### src/rtl/fifo_pkg.sv
// Shared async-FIFO helpers: pointer width and Gray/binary conversion.
// Used by both the write-side and read-side pointer blocks.
package fifo_pkg;

    function automatic int unsigned FIFO_PTR_W(input int unsigned aw);
        return aw + 1;
    endfunction

    function automatic logic [31:0] bin2gray(input logic [31:0] b);
        return b ^ (b >> 1);
    endfunction

    // Each binary bit is the XOR of all Gray bits at and above it
    function automatic logic [31:0] gray2bin(input logic [31:0] g);
        logic [31:0] b;
        b = '0;
        for (int unsigned i = 0; i < 32; i++) begin
            b[i] = ^(g >> i);
        end
        return b;
    endfunction

endpackage

### src/rtl/fifo_gray2bin.sv
// Parametrised Gray-to-binary converter (XOR prefix from the MSB down).
// Shared by the write side (synced read pointer) and the read side.
module fifo_gray2bin #(
    parameter int unsigned W = 4
) (
    input  logic [W-1:0] gray,
    output logic [W-1:0] bin
);

    always_comb begin
        bin = '0;
        for (int unsigned i = 0; i < W; i++) begin
            bin[i] = ^(gray >> i);
        end
    end

endmodule

### src/rtl/fifo_wptr_ctrl.sv
// Async-FIFO write-side pointer and flag controller (w_clk domain).
// Optional sticky overflow flag: define WPTR_OVF_FLAG_EN.
module fifo_wptr_ctrl
    import fifo_pkg::*;
#(
    parameter int unsigned ADDR_WIDTH   = 3,
    parameter int unsigned AFULL_THRESH = 6
) (
    input  logic                                w_clk,
    input  logic                                w_rst_n,
    input  logic                                w_inc,
    input  logic [FIFO_PTR_W(ADDR_WIDTH)-1:0]   sync_r_ptr,
    output logic                                w_push,
    output logic [ADDR_WIDTH-1:0]               w_addr,
    output logic [FIFO_PTR_W(ADDR_WIDTH)-1:0]   gray_w_ptr,
    output logic                                w_full,
    output logic                                w_afull,
    output logic [FIFO_PTR_W(ADDR_WIDTH)-1:0]   w_level
`ifdef WPTR_OVF_FLAG_EN
    ,
    input  logic                                w_ovf_clr,
    output logic                                w_ovf
`endif
);

    localparam int unsigned PW = FIFO_PTR_W(ADDR_WIDTH);

    logic [PW-1:0] b;
    logic [PW-1:0] b_nxt;
    logic [PW-1:0] g_nxt;
    logic [PW-1:0] r_bin;
    logic [PW-1:0] full_cmp;
    logic [PW-1:0] level_nxt;
    logic          afull_nxt;

    fifo_gray2bin #(.W(PW)) u_r_gray2bin (
        .gray (sync_r_ptr),
        .bin  (r_bin)
    );

    // Full when the next write pointer equals the read pointer with its top two Gray bits inverted
    always_comb begin
        w_push    = w_inc & ~w_full;
        b_nxt     = b + PW'(w_push);
        g_nxt     = PW'(bin2gray(32'(b_nxt)));
        full_cmp  = {~sync_r_ptr[PW-1 -: 2], sync_r_ptr[PW-3:0]};
        level_nxt = b_nxt - r_bin;
        afull_nxt = 32'(level_nxt) >= AFULL_THRESH;
    end

    assign w_addr = b[ADDR_WIDTH-1:0];

    always_ff @(posedge w_clk or negedge w_rst_n) begin
        if (!w_rst_n) begin
            b          <= '0;
            gray_w_ptr <= '0;
            w_full     <= 1'b0;
            w_afull    <= 1'b0;
            w_level    <= '0;
        end else begin
            b          <= b_nxt;
            gray_w_ptr <= g_nxt;
            w_full     <= (g_nxt == full_cmp);
            w_afull    <= afull_nxt;
            w_level    <= level_nxt;
        end
    end

`ifdef WPTR_OVF_FLAG_EN
    always_ff @(posedge w_clk or negedge w_rst_n) begin
        if (!w_rst_n) begin
            w_ovf <= 1'b0;
        end else if (w_inc & w_full) begin
            w_ovf <= 1'b1;
        end else if (w_ovf_clr) begin
            w_ovf <= 1'b0;
        end
    end
`endif

endmodule

### config.mk
export PLATFORM = sky130hd
export DESIGN_NAME = fifo_wptr_ctrl
export DESIGN_NICKNAME = d
export VERILOG_FILES = /design/src/rtl/fifo_pkg.sv /design/src/rtl/fifo_gray2bin.sv /design/src/rtl/fifo_wptr_ctrl.sv
export SDC_FILE = /design/constraint.sdc
export NUM_CORES = 1
export LEC_CHECK = 0
export BUFFER_PORTS_ARGS = -buffer_cell sky130_fd_sc_hd__buf_2
export CELL_PAD_IN_SITES_DETAIL_PLACEMENT = 2
export CELL_PAD_IN_SITES_GLOBAL_PLACEMENT = 2
export CORE_MARGIN = 1
export CORE_UTILIZATION = 35
export CTS_BUF_LIST = sky130_fd_sc_hd__clkbuf_8
export CTS_CLUSTER_SIZE = 14
export DETAILED_ROUTE_END_ITERATION = 8
export PLACE_DENSITY_LB_ADDON = 0.1
export SLEW_MARGIN = 15
export SYNTH_ARGS = -nofsm -noshare
export SYNTH_HDL_FRONTEND = slang
export SYNTH_SLANG_ARGS = --single-unit
export TNS_END_PERCENT = 1
### constraint.sdc
create_clock -name w_clk -period 2.99 [get_ports w_clk]
set_input_delay 0.1495 -clock w_clk [delete_from_list [all_inputs] [get_ports w_clk]]
set_output_delay 0.1495 -clock w_clk [all_outputs]
set_load 0.005 [all_outputs]
==> summary.md <==
| Metric | Value |
|---|---|
| Post-CTS Repair Setup Buffers | `0` |
| Critical path peak fanout | `6` |
| Net count reported at finish | `92` |
| Area of the core | `0.00175 mm2` |
| GR Layer Usage met2 | `27.5%` |
| Reg2Reg Capture Point | `w_afull` |
| Hold Slack | `230 ps` |
| Number of violations reported at the end of detailed-routing iteration 0 | `0` |
| Setup-failing EPs final | `0` |
| Xor/xnor share of the synthesized area | `22.2%` |
| Antenna cells | `0` |
| I/O pin count | `21` |
| Worst setup SP type | `flip-flop` |
| Overall overflow remaining after global route | `0` |
| Clock transition at the register clock pins on the worst setup and hold paths after CTS | `60 ps` |
| Final worst-path cycle share | `71.4%` |
| Vias | `468` |
| Input/output buffers | `20` |
| Multiplexer area fraction after synthesis | `0%` |
| WL/cell | `13.8 um` |
| Count of distinct cell types in the synthesized netlist | `18` |
| F_max | `468 MHz` |
| Summed negative setup slack over all endpoints | `0 ps` |
| Post-synthesis cell area | `658 um2` |
| Share of the synthesized area in the top cell type | `49.4%` |
| Proportion of synthesized flip-flops having asynchronous set or reset | `100%` |
| Count of pins over their slew limit | `0` |
| Switching power | `0.000468 W` |
| Nature of the critical path endpoint | `flip-flop` |
| Synthesized netlist net count | `66` |
| Total clock buffers created by CTS | `3` |
| Yosys top cell by area | `sky130_fd_sc_hd__dfrtp_1` |
| Die Width | `45.4 um` |
| #FFs+latches synth | `13` |
| EDFF count, synth | `0` |
| P_leak | `0.419 nW` |
| First-pass GRT wire length | `2.24 mm` |
| Count of max-cap constraint violations | `0` |
| Htree depth | `1` |
| CTS-repair resized insts | `0` |
| Starting density of the core | `37.7%` |
| Clock sink count | `13` |
| Complex-gate fraction of the synthesized area | `4.56%` |
| Start of the worst register-to-register path | `w_full` |
| Number of standard cells after synthesis | `53` |
| Synthesized-area fraction occupied by adder cells | `12.5%` |
| Antenna violations before repair | `0` |
| Remaining routing DRC violations | `0` |
| Startpoint of the lowest-slack hold path | `sync_r_ptr[2]` |
| Top library cells by usage in the layout, fill and taps aside | `sky130_fd_sc_hd__buf_2, sky130_fd_sc_hd__dfrtp_1, sky130_fd_sc_hd__xnor2_1` |
| Clock period minus final worst setup slack | `2130 ps` |
| Dominant synthesized flop cell | `sky130_fd_sc_hd__dfrtp_1` |
| Leading cell type in the layout, fill and taps excluded | `sky130_fd_sc_hd__buf_2` |
| Number of buffers added to fix hold violations after cts | `1` |
| Placer congestion estimate | `0.705` |
| Final Skew | `4.25 ps` |
| Clock network power share | `13.4%` |
| Number of cells on the worst reg-to-reg path | `8` |
| Arrival time reported for the critical path endpoint | `2310 ps` |
| Setup repair after global routing missed its margin | `false` |
| Die ar. | `0.00206 mm2` |
| Via-per-instance ratio | `4.54` |
| Sequential Power Share | `29.1%` |
| Overall fraction of global-route tracks in use | `16.5%` |
| Core utilization of the finished layout | `48.4%` |
| Slew margin rel. | `76.8%` |
| Worst Max-Slew Pin Slew | `345 ps` |
| Worst ir drop on vdd | `0.453 mV` |
| Slack of the worst reg-to-reg path | `860 ps` |
| Share of synthesized cell area in and, or, nand and nor gates | `7.79%` |
| First-pass iteration count of the detailed router | `1` |
| Largest net degree at the start of global routing | `14` |
| CTS max path bufs | `2` |
| Root buf cell | `sky130_fd_sc_hd__clkbuf_8` |
| Switching power as a share of total power | `41.0%` |
| Ranking of synthesized cells by area | `sky130_fd_sc_hd__dfrtp_1, sky130_fd_sc_hd__xnor2_1, sky130_fd_sc_hd__ha_1` |
| Post-Syn Area per Cell | `12.4 um2` |
| TritonCTS clock tree | `yes` |
| Std cell rows | `15` |
| Seq/Total Area, Yosys | `49.4%` |
| Count of cells along the worst hold path | `3` |
| Via count of the first global-routing pass | `490` |
| Global routing met3 resource utilization | `3.60%` |
| Hold Crit Class | `in -> reg` |
| Hold worst-path end | `w_full` |
| Result of the run | `completed` |
| Clock latency reported for the late side of the worst-skew pair | `240 ps` |
| Final wirelength | `1.42 mm` |
| Power density of the placed cells | `1350 mW/mm2` |
| Post-detailed-placement half-perimeter wirelength | `1.12 mm` |
| Layout area overhead | `28.3%` |
| Portion of total power attributed to combinational logic | `57.6%` |
| Ratio of cells with drive above 1 in the final layout | `33.3%` |
| Met1 GRT Util | `19.5%` |
| Worst path required time | `3170 ps` |
| Cell-internal power | `0.000674 W` |
| ANT nets after route | `0` |
| Die Y-Extent | `45.4 um` |
| Final-report hold violation count | `0` |
| Setup Crit Path Kind | `reg -> reg` |
| Main combinational cell family by area after synthesis | `XOR/XNOR gates` |
| Most Used Layer, Global Route | `met2` |
| Yosys Warn Count | `0` |
metal layers:
metal	wire, um	vias up
li1	-	216
met1	616	230
met2	713	20
met3	68	2
met4	20	0
met5	0	-
power by group through the flow:
| stage | clock [W] | sequential (W) | combinational, W |
|---|---|---|---|
| 2_1_floorplan | 0 | 0.000341 | 0.000433 |
| 3_3_place_gp | 0 | 0.000328 | 0.000635 |
| 3_5_place_dp | 0 | 0.000334 | 0.000653 |
| 4_1_cts | 0.000159 | 0.000333 | 0.000675 |
| 5_1_grt | 0.000163 | 0.000343 | 0.000737 |
| 6_report | 0.000153 | 0.000332 | 0.000657 |
metrics by stage:
| step | power [W] | cell area [um2] | setup slack (ps) | cells |
|---|---|---|---|---|
| after floorplan | 0.000775 | 658 | 999 | 53 |
| after global placement | 0.000964 | 790 | 885 | 98 |
| after detailed placement | 0.000987 | 790 | 866 | 98 |
| after CTS | 0.00117 | 845 | 809 | 103 |
| after global routing | 0.00124 | 845 | 649 | 103 |
| final | 0.00114 | 845 | 855 | 103 |
logic make-up after synthesis:
group | after synthesis
compound gates | 4
xor+xnor | 15
flops | 13
buf+inv | 6
simple gates | 9
fa+ha+maj | 6
cell usage after synthesis (all sizes together), types with 2 or more instances:
cell    n
dfrtp  13
nor2b   2
inv     6
xnor2  10
ha      5
xor2    5
nand3   3
how the worst max path moves through the flow:
stage | cells past startpoint | slack, ps | endpoint | from
after floorplan | 8 | 1000 | w_afull | w_full
after global placement | 8 | 890 | w_afull | w_full
after detailed placement | 8 | 870 | w_afull | w_full
after CTS | 8 | 810 | w_afull | w_full
after global routing | 8 | 650 | w_afull | w_full
final | 8 | 860 | w_afull | w_full
final cells by class:
| class | instances | area (um2) |
|---|---|---|
| multi-input cells | 34 | 310 |
| clock inverters | 1 | 3.75 |
| inverters | 6 | 22.5 |
| flip-flops and latches | 13 | 325 |
| well taps | 25 | 31.3 |
| fillers | 183 | 901 |
| clock buffers | 3 | 41.3 |
| repair buffers | 21 | 110 |
flip-flops by register name, indices dropped and copies added, names as in the netlist:
name,flops
w_level,4
gray_w_ptr,3
w_full,1
w_afull,1
b,4
worst max-delay path: stages, from the launching register on:
cell and delay [ps]:
sky130_fd_sc_hd__dfrtp_1 350, sky130_fd_sc_hd__nor2b_1 60, sky130_fd_sc_hd__ha_1 210, sky130_fd_sc_hd__ha_1 420, sky130_fd_sc_hd__inv_1 140, sky130_fd_sc_hd__fa_1 480, sky130_fd_sc_hd__xnor2_1 240, sky130_fd_sc_hd__nand2_1 80
sky130_fd_sc_hd__nand3b_1 80
Note: power is estimated with default switching activity, not from simulation.
